## src/rtl/bus_split_router.sv

```systemverilog
// rtl/bus_split_router.sv - one master to N slaves, select taken from high address bits.
// The optional slave timeout is enabled by defining BUS_SPLIT_ROUTER_TIMEOUT_EN.
module bus_split_router #(
  parameter int                N_SLAVES    = 3,
  parameter int                P_SLAVES    = 31,
  parameter int                ADDR_W      = 32,
  parameter int                DATA_W      = 32,
  parameter logic [DATA_W-1:0] ERR_DATA    = 32'hDEADBEEF,
  parameter int                TIMEOUT_CYC = 64,
  localparam int               SEL_W       = $clog2(N_SLAVES),
  localparam int               STRB_W      = DATA_W / 8,
  localparam int               REQ_W       = 1 + ADDR_W + DATA_W + STRB_W,
  localparam int               RESP_W      = DATA_W + 1
) (
  input  logic                         clk,
  input  logic                         rst,
  input  logic [REQ_W-1:0]             m_req,
  output logic [RESP_W-1:0]            m_resp,
  output logic [N_SLAVES*REQ_W-1:0]    s_req,
  input  logic [N_SLAVES*RESP_W-1:0]   s_resp,
  output logic                         err,
  output logic                         busy
);

  typedef enum logic [1:0] {S_IDLE, S_REQ, S_RESP} state_t;

  state_t              state;
  logic [ADDR_W-1:0]   addr_q;
  logic [DATA_W-1:0]   wdata_q;
  logic [STRB_W-1:0]   wstrb_q;
  logic [DATA_W-1:0]   rdata_q;
  logic [SEL_W-1:0]    sel_q;
  logic                err_q;

  logic                m_valid;
  logic [ADDR_W-1:0]   m_addr;
  logic [DATA_W-1:0]   m_wdata;
  logic [STRB_W-1:0]   m_wstrb;
  logic [SEL_W-1:0]    m_sel;
  logic                sel_bad;

  assign {m_valid, m_addr, m_wdata, m_wstrb} = m_req;
  assign m_sel   = m_addr[P_SLAVES -: SEL_W];
  assign sel_bad = {1'b0, m_sel} >= (SEL_W+1)'(N_SLAVES);

  logic                slv_ready;
  logic [DATA_W-1:0]   slv_rdata;

  // Only the captured slave's response is ever looked at.
  always_comb begin
    slv_ready = 1'b0;
    slv_rdata = '0;
    for (int k = 0; k < N_SLAVES; k++) begin
      if (sel_q == SEL_W'(k)) begin
        {slv_rdata, slv_ready} = s_resp[k*RESP_W +: RESP_W];
      end
    end
  end

  always_comb begin
    s_req = '0;
    if (state == S_REQ) begin
      for (int k = 0; k < N_SLAVES; k++) begin
        if (sel_q == SEL_W'(k)) begin
          s_req[k*REQ_W +: REQ_W] = {1'b1, addr_q, wdata_q, wstrb_q};
        end
      end
    end
  end

  logic expire;

`ifdef BUS_SPLIT_ROUTER_TIMEOUT_EN
  localparam int CNT_W = $clog2(TIMEOUT_CYC + 1);
  logic [CNT_W-1:0] cnt;

  assign expire = (cnt == CNT_W'(TIMEOUT_CYC - 1));

  // Held at zero outside REQ, so every REQ visit starts counting from zero.
  always_ff @(posedge clk or negedge rst) begin
    if (!rst) begin
      cnt <= '0;
    end else if (state != S_REQ) begin
      cnt <= '0;
    end else begin
      cnt <= cnt + CNT_W'(1);
    end
  end
`else
  logic unused_timeout;
  assign expire         = 1'b0;
  assign unused_timeout = ^TIMEOUT_CYC;
`endif

  always_ff @(posedge clk or negedge rst) begin
    if (!rst) begin
      state   <= S_IDLE;
      addr_q  <= '0;
      wdata_q <= '0;
      wstrb_q <= '0;
      rdata_q <= '0;
      sel_q   <= '0;
      err_q   <= 1'b0;
    end else begin
      case (state)
        S_IDLE: begin
          if (m_valid) begin
            addr_q  <= m_addr;
            wdata_q <= m_wdata;
            wstrb_q <= m_wstrb;
            sel_q   <= m_sel;
            if (sel_bad) begin
              rdata_q <= ERR_DATA;
              err_q   <= 1'b1;
              state   <= S_RESP;
            end else begin
              err_q   <= 1'b0;
              state   <= S_REQ;
            end
          end
        end
        S_REQ: begin
          if (slv_ready) begin
            rdata_q <= slv_rdata;
            err_q   <= 1'b0;
            state   <= S_RESP;
          end else if (expire) begin
            rdata_q <= ERR_DATA;
            err_q   <= 1'b1;
            state   <= S_RESP;
          end
        end
        S_RESP: begin
          err_q <= 1'b0;
          state <= S_IDLE;
        end
        default: state <= S_IDLE;
      endcase
    end
  end

  assign m_resp = (state == S_RESP) ? {rdata_q, 1'b1} : '0;
  assign err    = (state == S_RESP) && err_q;
  assign busy   = (state != S_IDLE);

endmodule

```

## config.mk

```make
export PLATFORM = sky130hd
export DESIGN_NAME = bus_split_router
export DESIGN_NICKNAME = d
export VERILOG_FILES = /design/src/rtl/bus_split_router.sv
export SDC_FILE = /design/constraint.sdc
export NUM_CORES = 1
export LEC_CHECK = 0
export ABC_AREA = 1
export CAP_MARGIN = 20
export CORE_AREA = 2 2 158 160
export DETAILED_ROUTE_END_ITERATION = 12
export DIE_AREA = 0 0 160 162
export GPL_ROUTABILITY_DRIVEN = 0
export PLACE_DENSITY_LB_ADDON = 0.3
export SYNTH_ARGS = -nofsm -noshare
export SYNTH_HDL_FRONTEND = slang
export SYNTH_SLANG_ARGS = --single-unit
export TNS_END_PERCENT = 1
```

## constraint.sdc

```tcl
create_clock -name clk -period 1.7 [get_ports clk]
set_clock_uncertainty 0.15 [all_clocks]
set_input_delay 0.17 -clock clk [delete_from_list [all_inputs] [get_ports clk]]
set_output_delay 0.17 -clock clk [all_outputs]
set_load 0.005 [all_outputs]
```

==> out/summary.txt, run 1 <==
Mapped cell area -> 6207 sq um
Clock sink count -> 103
Min cycle time layout -> 2253 ps
DR vias -> 7528
Final setup vio count -> 272
Register Area -> 2580 sq um
Register area share after synthesis -> 41.52%
I/O Buffers -> 407
Initial antenna violation count -> 2
Post-route ant nets -> 0
Top cell type by total area after synthesis -> dfrtp_1
Crit-path max FO -> 13
Worst r2r dst -> rdata_q[3]
CTS H-tree lvls -> 3
Share of the synthesized area in the top cell type -> 41.52%
Initial Utilization -> 25.75%
Cell area after layout -> 11510 sq um
Layout cells sized above 1 -> 38.23%
Die ar. -> 25920 sq um
Status -> complete, but fails checks
First-pass GRT wire length -> 40940 microns
Worst reg2reg path depth -> 9
Die W -> 160 microns
Final period utilization -> 132.5%
CTS tree -> yes
# IOs -> 412
Crit path launch type -> flop
Crit. End Element -> output pin
RSZ-0062 raised after global routing -> yes
Failing checks -> negative setup slack
Gr usage total -> 20.13%
Ys Warns -> 0
Gr ovfl total -> 0
Final setup margin -> -553.1 ps
DR pass1 iterations -> 5
Worst skew pair latency -> 340 ps
Placed Area -> 11030 sq um
Routed WL -> 28110 microns
DRC viols -> 0
Die height -> 162 microns
Clk slew on worst S/H paths -> 80 ps
Max Cap Violations -> 0
Vias per inst -> 4.423
Netlist cell types -> 23
Syn Area/Cell -> 6.718 sq um
Clock Path Buffers -> 2
WS Path Type -> flop to output pin
Pwr Total -> 15.02 mW
Post-synthesis instance total -> 924
Hold Vio Cnt, Final -> 0
FF-to-FF Start -> addr_q[30]
Hold Crit Class -> input pin to asynchronous set/reset pin
Power Density -> 1306 nW/um^2
Row cnt -> 57
Reg2reg setup slack -> -270 ps
WP data arrival -> 1930 ps
Cell at the root of the clock tree -> clkbuf_16
Cts bufs inserted -> 9
Number of synthesized register bits -> 103
Fmax -> 443.8 MHz
Fill count -> 2456
Synth area leaders -> dfrtp_1 42%, nor2_1 14%, nand2_1 12%, inv_1 6.7%, a21oi_1 5.6%
Area delta synth->final -> 85.37%
Number of synthesized flops with an enable pin -> 0
HPWL Detailed -> 19660 microns
Nets -> 1545
Main flop type after synthesis -> dfrtp_1
Largest net degree at the start of global routing -> 49
Slew Viols, Final -> 0
Area of the multi-input gates -> 3342 sq um
Hold_ws -> 96.17 ps
Static leakage -> 6.161 nW
Core area -> 24110 sq um
Vias in the first global route -> 7248
Maximum vdd drop -> 0.0004743 V
Routed WL per cell -> 16.51 microns
1st-iter DRT viols -> 378
Worst path required time -> 1380 ps
Asr flop ratio synth -> 100.0%
## stage by stage
stage,TNS (ps),instances,setup WS (ps),util [%]
2_1_floorplan,-309.9,927,-8.830,-
3_3_place_gp,-94230,1642,-455.8,45.77
3_5_place_dp,-101870,1642,-516.9,45.77
4_1_cts,-129910,1672,-789.4,47.62
5_1_grt,-125760,1702,-629.2,47.73
6_report,-99270,1702,-553.1,47.73
## synthesized netlist by cell type (2+ instances only)
library cell,instances
clkbuf_1,21
nand2_1,198
dfrtp_1,103
nor2_2,42
inv_1,111
buf_6,9
nor2_4,3
a21oi_1,69
buf_4,7
buf_2,28
nand2_2,3
inv_2,5
inv_4,2
nor2_1,232
o21ai_0,2
nand3_1,55
ha_1,4
nand4_1,25
## routing by layer
metal | wire length [microns] | share of wire [%] | track usage, % | vias up
li1 | - | - | - | 3681
met1 | 11630 | 41 | 24.22 | 3511
met2 | 14240 | 51 | 36.56 | 317
met3 | 1923 | 6.8 | 4.826 | 19
met4 | 320 | 1.1 | 4.382 | 0
met5 | 0 | 0 | 0 | -
## timing repair
item,in CTS,in global routing
endpoints found under the hold margin,103,0
setup buffers,8,26
resized for setup,564,401
gates cloned,5,7
setup endpoints to repair,297,340
pin swaps,5,5
hold buffers,1,0
## power breakdown
group / switching, mW / internal (mW)
clock network: 0.999 / 1.06
registers: 0.465 / 3.63
logic: 5.30 / 3.57
## flip-flops by register name, indices dropped and copies added (netlist names)
signal	cells
rdata_q	32
addr_q	32
state	2
err_q	1
wdata_q	32
wstrb_q	4
## cell usage in the layout, fill, tap and decap left out, drive strengths merged
cell type,instances
nor2,278
clkdlybuf4s50,171
buf,237
dlygate4sd3,1
a21oi,69
clkinv,4
nand2,201
conb,4
ha,4
clkinvlp,2
dfrtp,103
diode,2
nand4,25
clkdlybuf4s15,35
nand3,56
dlymetal6s2s,8
o21ai,3
nor3,1
inv,118
clkbuf,56
## worst max-delay path: stages (launching register included)
cell             delay, ps
dfrtp_1                390
inv_2                   80
ha_4                   150
inv_6                   50
nor2_4                 110
clkinv_4               140
buf_4                  170
clkbuf_16              180
nor2_2                 100
clkdlybuf4s15_2        210
## how the worst max path moves through the flow
stage             start         end  slack (ps)
2_1_floorplan  state[0]  addr_q[22]          -9
3_3_place_gp   state[1]    s_req[1]        -460
3_5_place_dp   state[1]    s_req[1]        -520
4_1_cts        state[1]   s_req[74]        -790
5_1_grt        state[0]  m_resp[10]        -630
6_report       state[1]  s_req[131]        -550
## area by class of cell
type / instances / area share (%)
Tap cell: 324 / 3.523
Timing Repair Buffer: 498 / 38.35
Antenna cell: 2 / 0.04350
Clock buffer: 10 / 2.077
Sequential cell: 103 / 22.42
Inverter: 118 / 4.089
Multi-Input combinational cell: 641 / 29.05
Clock inverter: 6 / 0.4458
## cells by family after synthesis
group / after synthesis / share of synthesized area, %
AOI/OAI and AO/OA: 72 / 5.866
adders and majority gates: 4 / 0.8063
buffers and inverters: 184 / 13.28
DFF: 103 / 41.52
other: 1 / 0.06041
and+or+nand+nor: 560 / 38.46
(Power assumes the default switching activity.)
==> inputs of run 2 (changes only) <==
- clock period: 1.7 -> 2.5 ns (I/O delays scaled with it)
==> run 2 against run 1 <==
The run still ends with negative setup slack left; cell count shrank 4.3%; non-clock buffer count shrank 71; utilization shrank 2.1 points; global-route usage shrank 2.0 points; die area is the same; via count shrank 4.8%; first-iteration DRC count shrank 11%; clock power shrank 29%; hold slack gained 220 ps; register-to-register slack gained 780 ps; combinational power shrank 42%; power shrank 38%.
==> out/summary.txt, run 2 (same netlist as run 1, synthesis figures left out) <==
Vias in the first global route -> 6856 (was 7248)
Slowest cell on crit path -> clkdlybuf4s50_1 (was dfrtp_1)
Met2 Wirelength -> 12340 microns (was 14240 microns)
Reg2reg setup slack -> 510 ps (was -270 ps)
First-pass GRT wire length -> 37460 microns (was 40940 microns)
Maximum vdd drop -> 0.0003726 V (was 0.0004743 V)
Initial antenna violation count -> 0 (was 2)
1st-iter DRT viols -> 336 (was 378)
Worst hold endpoint -> wdata_q[21]
Routed WL -> 25130 microns (was 28110 microns)
Die ar. -> 25920 sq um (unchanged)
Setup bufs post-CTS -> 0 (was 8)
Routed WL per cell -> 15.44 microns (was 16.51 microns)
Max Cap Violations -> 0 (unchanged)
Power Density -> 850.7 nW/um^2 (was 1306 nW/um^2)
Max incr delay on CP -> 500 ps (was 390 ps)
Area delta synth->final -> 77.36% (was 85.37%)
Static leakage -> 6.423 nW (was 6.161 nW)
Gr usage total -> 18.15% (was 20.13%)
Min cycle time layout -> 2586 ps
Vias per inst -> 4.403 (was 4.423)
Initial Utilization -> 25.75% (unchanged)
Worst r2r dst -> rdata_q[18] (was rdata_q[3])
Status -> complete, but fails checks (unchanged)
Cell at the root of the clock tree -> clkbuf_16 (unchanged)
Core area -> 24110 sq um (unchanged)
I/O Buffers -> 407 (unchanged)
DR pass1 iterations -> 4 (was 5)
Worst Hold Depth -> 3
Most frequent cells in the layout -> 293 x clkdlybuf4s50_1, 221 x nor2_1, 197 x nand2_1, 110 x inv_1, 102 x dfrtp_1 (was 194 x nand2_1, 171 x clkdlybuf4s50_1, 146 x buf_2, 132 x nor2_2, 111 x nor2_1)
Final period utilization -> 103.5%
CTS tree -> yes (unchanged)
DR vias -> 7168 (was 7528)
Worst path cell trace -> inv_2 > ha_4 > inv_4 > nor3_4 > inv_2 > clkbuf_16 > nor2_1 > clkdlybuf4s50_1 (was inv_2 > ha_4 > inv_6 > nor2_4 > clkinv_4 > buf_4 > clkbuf_16 > nor2_2 > clkdlybuf4s15_2)
Crit. End Element -> output pin (unchanged)
Failing checks -> negative setup slack (unchanged)
DRC viols -> 0 (unchanged)
Worst path required time -> 2100 ps (was 1380 ps)
Wl on met1 -> 10220 microns (was 11630 microns)
Worst reg2reg path depth -> 9 (unchanged)
Transition time of the tightest slew-check pin -> 600.8 ps
Post-route ant nets -> 0 (unchanged)
Slew Viols, Final -> 0 (unchanged)
Die height -> 162 microns (unchanged)
FF-to-FF Start -> state[0] (was addr_q[30])
RSZ-0062 raised after global routing -> yes (unchanged)
Hold Crit Class -> input pin to flop (was input pin to asynchronous set/reset pin)
Ant diodes -> 0 (was 2)
Nets -> 1473 (was 1545)
Hold Vio Cnt, Final -> 0 (unchanged)
Row cnt -> 57 (unchanged)
Most common cell after layout, fill and taps aside -> clkdlybuf4s50_1 (was nand2_1)
Clk slew on worst S/H paths -> 80 ps (about the same)
Layout cells sized above 1 -> 8.359% (was 38.23%)
CP most frequent cell -> inv_2
Final setup margin -> -86.32 ps (was -553.1 ps)
Largest net degree at the start of global routing -> 104 (was 49)
Crit path launch type -> flop (unchanged)
CTS H-tree lvls -> 3 (unchanged)
DP Worst Slack -> 197.6 ps (was -516.9 ps)
WP data arrival -> 2190 ps (was 1930 ps)
Slew margin rel. -> 59.94%
Crit-path max FO -> 33 (was 13)
Largest regs -> addr_q x32, rdata_q x32, wdata_q x32 (unchanged)
Hold_sp -> m_req[25]
HPWL Detailed -> 18360 microns (was 19660 microns)
Cts bufs inserted -> 9 (unchanged)
WS Path Type -> flop to output pin (unchanged)
Gr ovfl total -> 0 (unchanged)
Final setup vio count -> 56 (was 272)
DR top layer -> met4 (unchanged)
# IOs -> 412 (unchanged)
Die W -> 160 microns (unchanged)
Clock Path Buffers -> 2 (unchanged)
Fill count -> 2484 (was 2456)
Hold_ws -> 319.1 ps (was 96.17 ps)
Met3 wire length -> 2130 microns (was 1923 microns)
Fmax -> 386.7 MHz
Clock sink count -> 103 (unchanged)
Worst skew pair latency -> 350 ps (was 340 ps)
## run 2: cell types whose count changed in the layout (fill, tap and decap cells not counted), moves of 35 or more
cell,before,now
clkdlybuf4s15_2,35,0
clkdlybuf4s50_1,171,293
nor2_2,132,53
dlymetal6s2s_1,8,53
nor2_1,111,221
buf_2,146,0
clkbuf_2,40,0
dlygate4sd2_1,0,60
## run 2: worst max path at each step
stage               cells past startpoint  slack [ps]        end     start
floorplan                               9         620  s_req[26]  state[1]
global placement                        8         210  s_req[71]  state[1]
global route                            8        -180  s_req[16]  state[1]
CTS                                     8         -90  s_req[72]  state[1]
finish                                  8         -90   s_req[2]  state[1]
detailed placement                      8         200  s_req[70]  state[1]
## run 2: timing repair
item	in CTS	in global routing
hold buffers	1	0
setup endpoints to repair	198	138
gates resized for setup	68	63
gates cloned	0	1
pin swaps	1	0
hold endpoints to repair	103	0
## run 2: per-layer routing
layer	up-vias	GRT usage, %
met4	0	5.651
met1	3315	21.20
met5	-	0
li1	3533	-
met3	23	5.465
met2	297	32.07
## run 2: critical path: cells and delay by family, from the launching register on
family        cells  cell delay [ps]
buf+inv           5             1000
fa+ha+maj         1              150
flops             1              410
simple gates      2              270
## run 2: final cells by class
type / count / area [sq um] / area share [%]
Inverter: 118 / 452.9 / 4.114
Multi-Input combinational cell: 640 / 2864 / 26.01
Clock buffer: 9 / 225.2 / 2.046
Sequential cell: 103 / 2579 / 23.42
Tap cell: 324 / 405.4 / 3.682
Clock inverter: 7 / 76.32 / 0.6933
Timing Repair Buffer: 427 / 4407 / 40.03
## run 2: metrics by stage
step / cell area [sq um] / instances / setup TNS [ps] / utilization [%] / power [mW]
6_report: 11010 / 1628 / -2436 / 45.67 / 9.366
5_1_grt: 11010 / 1628 / -10330 / 45.67 / 10.16
4_1_cts: 10830 / 1627 / -4256 / 44.91 / 9.502
3_5_place_dp: 10560 / 1610 / 0 / 43.81 / 8.042
3_3_place_gp: 10560 / 1610 / 0 / 43.81 / 7.977
2_1_floorplan: 6218 / 927 / 0 / - / 5.656
## run 2: where the power goes
group	internal [mW]	total, mW	switching [mW]
combinational	2.06	5.13	3.07
clock	0.787	1.46	0.677
sequential	2.47	2.77	0.305
